[src/rtl/fault_input_filter.sv]
`default_nettype none
// ============================================================================
// Module      : fault_input_filter
// Description : Two-flop synchroniser plus per-bit debounce for the motor
//               error and fail-sensor lines feeding the machine controller.
//               Emits a single-cycle CHANGE strobe whenever any filtered bit
//               toggles.
// Revision    : 1.0 - initial release
// ============================================================================
module fault_input_filter #(
    parameter int DEBOUNCE_CYCLES = 4
) (
    input  logic       CLK,
    input  logic       RSTn,
    input  logic [4:0] MOT_ERR,
    input  logic [2:0] FAIL_SENSn,
    output logic [4:0] MOT_ERR_F,
    output logic [2:0] FAIL_SENSn_F,
    output logic       CHANGE
);

    // Counter only ever needs to reach DEBOUNCE_CYCLES-1, so clog2 is enough;
    // a 1-cycle filter still gets a 1-bit (constant zero) counter.
    localparam int CNT_W = (DEBOUNCE_CYCLES > 1) ? $clog2(DEBOUNCE_CYCLES) : 1;
    localparam int NCH   = 8;

    // Idle (no fault) level per channel: MOT_ERR bits low, FAIL_SENSn bits high.
    localparam logic [NCH-1:0]   IDLE = 8'b0000_0111;
    localparam logic [CNT_W-1:0] TERM = CNT_W'(DEBOUNCE_CYCLES - 1);

    logic [NCH-1:0] raw;
    logic [NCH-1:0] sync1;
    logic [NCH-1:0] sync2;
    logic [NCH-1:0] filt;
    logic [NCH-1:0] toggle;

    // Both input groups are handled as one 8-bit vector of identical channels.
    assign raw = {MOT_ERR, FAIL_SENSn};

    // Two-flop synchroniser; reset loads idle levels so no spurious edge
    // is seen after reset release.
    always_ff @(posedge CLK) begin
        if (!RSTn) begin
            sync1 <= IDLE;
            sync2 <= IDLE;
        end else begin
            sync1 <= raw;
            sync2 <= sync1;
        end
    end

    genvar i;
    generate
        for (i = 0; i < NCH; i++) begin : g_chan
            logic [CNT_W-1:0] cnt;

            // The filtered bit flips once the differing level has been seen
            // on DEBOUNCE_CYCLES consecutive edges.
            assign toggle[i] = (sync2[i] != filt[i]) && (cnt == TERM);

            // Qualification counter: any return to the filtered level or a
            // completed qualification restarts the window from zero.
            always_ff @(posedge CLK) begin
                if (!RSTn) begin
                    cnt <= '0;
                end else if ((sync2[i] == filt[i]) || toggle[i]) begin
                    cnt <= '0;
                end else begin
                    cnt <= cnt + CNT_W'(1);
                end
            end
        end
    endgenerate

    // Filtered levels and the change strobe share the same edge.
    always_ff @(posedge CLK) begin
        if (!RSTn) begin
            filt   <= IDLE;
            CHANGE <= 1'b0;
        end else begin
            filt   <= filt ^ toggle;
            CHANGE <= |toggle;
        end
    end

    assign MOT_ERR_F    = filt[7:3];
    assign FAIL_SENSn_F = filt[2:0];

endmodule
`default_nettype wire

[config.mk]
export PLATFORM = sky130hd
export DESIGN_NAME = fault_input_filter
export DESIGN_NICKNAME = d
export VERILOG_FILES = /design/src/rtl/fault_input_filter.sv
export SDC_FILE = /design/constraint.sdc
export NUM_CORES = 1
export LEC_CHECK = 0
export ABC_AREA = 1
export CELL_PAD_IN_SITES_DETAIL_PLACEMENT = 1
export CELL_PAD_IN_SITES_GLOBAL_PLACEMENT = 2
export CORE_ASPECT_RATIO = 1.75
export CORE_MARGIN = 2
export CORE_UTILIZATION = 35
export DETAILED_ROUTE_END_ITERATION = 6
export DONT_BUFFER_PORTS = 1
export GPL_ROUTABILITY_DRIVEN = 0
export PLACE_DENSITY_LB_ADDON = 0.12
export SYNTH_ARGS = -nofsm -noshare
export SYNTH_HDL_FRONTEND = slang
export SYNTH_SLANG_ARGS = --single-unit
[constraint.sdc]
create_clock -name CLK -period 1.1 [get_ports CLK]
set_input_delay 0.22 -clock CLK [delete_from_list [all_inputs] [get_ports CLK]]
set_output_delay 0.22 -clock CLK [all_outputs]
set_load 0.01 [all_outputs]
Yosys cells after proc, flatten, opt, wreduce, memory -nomap -nowiden. Cells that the tools add are included.

$add $sub $neg: 8. $mul: 0. Divide/modulo/power cells: 0. Magnitude comparators: 0. Eq/ne operators: 24. Shift operators: 0. Mux-type cells: 0. Bitwise logic cells: 2. Reduce and logical (&&, ||, !) cells: 25.

Operators by type and width (count): $add A2 B1 Y2 const B (8); $eq A2 B2 Y1 const B (8); $reduce_or A2 Y1 (8); $eq A1 B1 Y1 (8); $logic_and A1 B1 Y1 (8); $logic_or A1 B1 Y1 (8); $ne A1 B1 Y1 (8); $reduce_or A8 Y1 (1); $xor A8 B8 Y8 (1); $not A1 Y1 (1).

Register bits: 41. Latch bits: 0. Memory bits (writable): 0. Memory bits (read-only): 0. Input port bits: 10. Output and inout port bits: 9. Word-level logic and storage cells: 71. Memories kept: 0.

Longest topological paths before layout.
Depth in word-level cells: 4. Mapped depth: 6.

Least setup slack after synthesis. OpenSTA, ideal clock, no wires.

Kind: reg2reg. Start: register g_chan[2].cnt[0]. End: register CHANGE. Library setup time: 0.117 ns. Data arrival time: 0.780 ns. Path slack: 0.203 ns. Cell stages (with the launch flop): 6. Path buffers: 0. Path through: dfxtp_1 ha_1 nand3_1 nand2_1 nor2_1 a21oi_1.

Word-level cells in the longest chain between the ends: 3.

Ends and longest elaborated chain: start: declaration (RTL line 55) `logic [CNT_W-1:0] cnt;`; start signal: assignment (RTL line 69) `cnt <= cnt + CNT_W'(1);`; $eq A2 B2 Y1 (RTL line 59) `assign toggle[i] = (sync2[i] != filt[i]) && (cnt == TERM);`; $logic_and A1 B1 Y1 (RTL line 59); $reduce_or A8 Y1 (RTL line 82) `CHANGE <= |toggle;`; end signal: assignment (RTL line 82); end: declaration (RTL line 19) `output logic CHANGE`.

Every way passes these cells. A chain may end at the register's enable or synchronous reset.

==> impl_metrics.tcl <==
set metrics [dict create \
    critPathMaxStageDelay_ns 0.39 \
    wirelength_um 2790 \
    synthesis.instances 181 \
    outcome "completed" \
    final.min_clock_period_ns 1.04 \
    pwr_density_cell_nw_per_um2 1600 \
    p_clk_share_pct 39.9 \
    ys.flop_type "dfxtp_1" \
    h-tree-depth 2 \
    overflow 0 \
    critPathTopFamily "flip-flops" \
    fin_worst_skew_ns 0.00620 \
    drv_cap 0 \
    cts_sinks 41 \
    detail-route-antenna-nets 0 \
    ir_worst_vdd_v 0.000847 \
    fin_total_pwr_w 0.00267 \
    drc 0 \
    cts_buffer_depth 2 \
    fin_ws_ns 0.0571 \
    synth_top_area_share_pct 55.4 \
    io_buffers 0 \
    grt_first_pass_wirelength_um 4740 \
    netlist_area_sq_um 1480 \
    switchingPower_w 0.000559 \
    syn-num-nets 199 \
    cts_setup_buffers 0 \
    synthTopCellsByCount "dfxtp_1 (41), inv_1 (34), nand2_1 (30), nor2_1 (26), nand3_1 (16)" \
    yosys_warnings 0 \
    critPathBufInv 1 \
    die_w_um 53.2 \
    rsz0062_at_grt "no" \
    num_io_pins 19 \
    synthArstFlopShare_pct 0 \
    switching_share_pct 20.9 \
    drt-initial-drc-count 24 \
    synth_area_leaders "dfxtp_1 (55%), inv_1 (8.6%), nand2_1 (7.6%)" \
    row_count 31 \
    critPathKind "reg -> out" \
    tritoncts "done" \
    die_y_um 90.1 \
    clock_latency_ns 0.29 \
    hold_violations 0 \
    yosysSeqAreaShare_pct 55.4 \
    die-area_sq_um 4790 \
    num_vias 1136 \
    crit_required_ns 0.88 \
    critical_path.cell_chain "buf_4" \
    setup_viol 0 \
    crit_slowest_cell "dfxtp_1" \
    coreArea_sq_um 4110 \
    hpwl_um 2100 \
    synth_edf_count 0 \
    relSlewSlack_pct 80.8 \
    fmax_mhz 959 \
    antenna_found_initial 0 \
    end_kind "output port" \
    ys_types 12 \
    avgSynthCellArea_sq_um 8.18 \
    grt_pass1_vias 1185 \
    worstPathArrival_ns 0.82 \
    grt_max_degree 19 \
    worstPathMaxFanout 4 \
    hold_ws_ns 0.0203 \
    synth_top_cell_by_area "dfxtp_1" \
    internal_power_w 0.00211 \
    tns_ns 0 \
    wl_per_cell_um 11.5 \
    worstMarginPinSlew_ns 0.288 \
    p_comb_share_pct 2.7 \
    area_growth_pct 13.1 \
    nets 210 \
    root_buffer "clkbuf_8" \
    sequentialPowerShare_pct 57.4 \
    n_antenna_cell 0 \
    drive_above_1_share_pct 8.29 \
    initial_core_util_pct 36.0 \
    cts_buffers 5 \
    cp-start-kind "flip-flop" \
    viasPerCell 4.69 \
    fin_crit_sh_pct 94.8 \
    track_usage_pct 13.6 \
    dp_slack_ns 0.0847 \
    ys_ff_latch 41 \
    clk_pin_slew_worst_paths_ns 0.08 \
    leakagePower_nw 0.870 \
    dr.pass1.iters 2 \
    synth_most_common_cell "dfxtp_1" \
    hold_path.class "in -> reg" \
    slew_violations 0 \
]
## worst register-to-register path, cell delays in order, from the launching register on
cell and delay (ns):
dfxtp_1 0.32, ha_1 0.24, nand3_1 0.10, nand2_1 0.06, nor2_1 0.11, a21oi_1 0.07
## area by class of cell
class | count | area (sq um)
fillers | 513 | 2440
flip-flops and latches | 41 | 821
multi-input cells | 103 | 515
inverters | 35 | 131
clock buffers | 7 | 96.3
well taps | 49 | 61.3
repair buffers | 6 | 45.0
clock inverters | 1 | 5.00
## layout by cell type, fill, tap and decap left out
cell type	n
a21oi_1	9
buf_4	6
clkbuf_8	7
clkinv_2	1
dfxtp_1	41
ha_1	7
ha_2	1
inv_1	34
inv_2	1
nand2_1	30
nand3_1	16
nor2_1	26
o21ai_0	8
or2_1	6
## metal layers
metal / up-vias / part of all wire (%) / global-route usage (%)
li1: 572 / - / -
met1: 539 / 35 / 11.3
met2: 19 / 57 / 25.4
met3: 6 / 5.9 / 5.15
met4: 0 / 2.5 / 7.26
met5: - / 0 / 0
## repair_timing
item / 4_1_cts / 5_1_grt
endpoints found under the setup margin: 0 / 1
hold buffers: 0 / 0
resized for setup: 0 / 1
## worst paths after layout
| path | cells after the start | slack (ns) | end | start |
|---|---|---|---|---|
| setup reg to reg | 5 | 0.09 | CHANGE$_SDFF_PN0_ | g_chan[2].cnt[0]$_SDFF_PP0_ |
| setup / recovery | 1 | 0.06 | MOT_ERR_F[2] | flip-flop |
| hold reg to reg | 2 | 0.42 | sync2[4]$_SDFF_PN0_ | sync1[4]$_SDFF_PN0_ |
| hold / removal | 2 | 0.02 | sync1[7]$_SDFF_PN0_ | RSTn |
## cells by family after synthesis
logic type | count (synthesis) | synth area share (%)
adder cells (fa/ha/maj) | 8 | 6.76
AND/OR/NAND/NOR | 78 | 22.1
flip-flops | 41 | 55.4
buffers and inverters | 37 | 9.97
AO/OA/AOI/OAI | 17 | 5.74
## metrics by stage
step / utilization (%) / std cells / instance area (sq um)
2_1_floorplan: - / 181 / 1480
3_3_place_gp: 38.2 / 234 / 1570
3_5_place_dp: 38.2 / 234 / 1570
4_1_cts: 40.7 / 242 / 1670
5_1_grt: 40.7 / 242 / 1680
6_report: 40.7 / 242 / 1680
## power by group through the flow
stage	registers, W	clock network, W	logic [W]
after detailed placement	0.00157	0	0.0000734
after global placement	0.00157	0	0.0000673
after global routing	0.00154	0.00116	0.0000880
after CTS	0.00154	0.00111	0.0000744
final	0.00154	0.00107	0.0000710
after floorplan	0.00157	0	0.0000664
No activity file was read; power rests on OpenSTA's default activity.
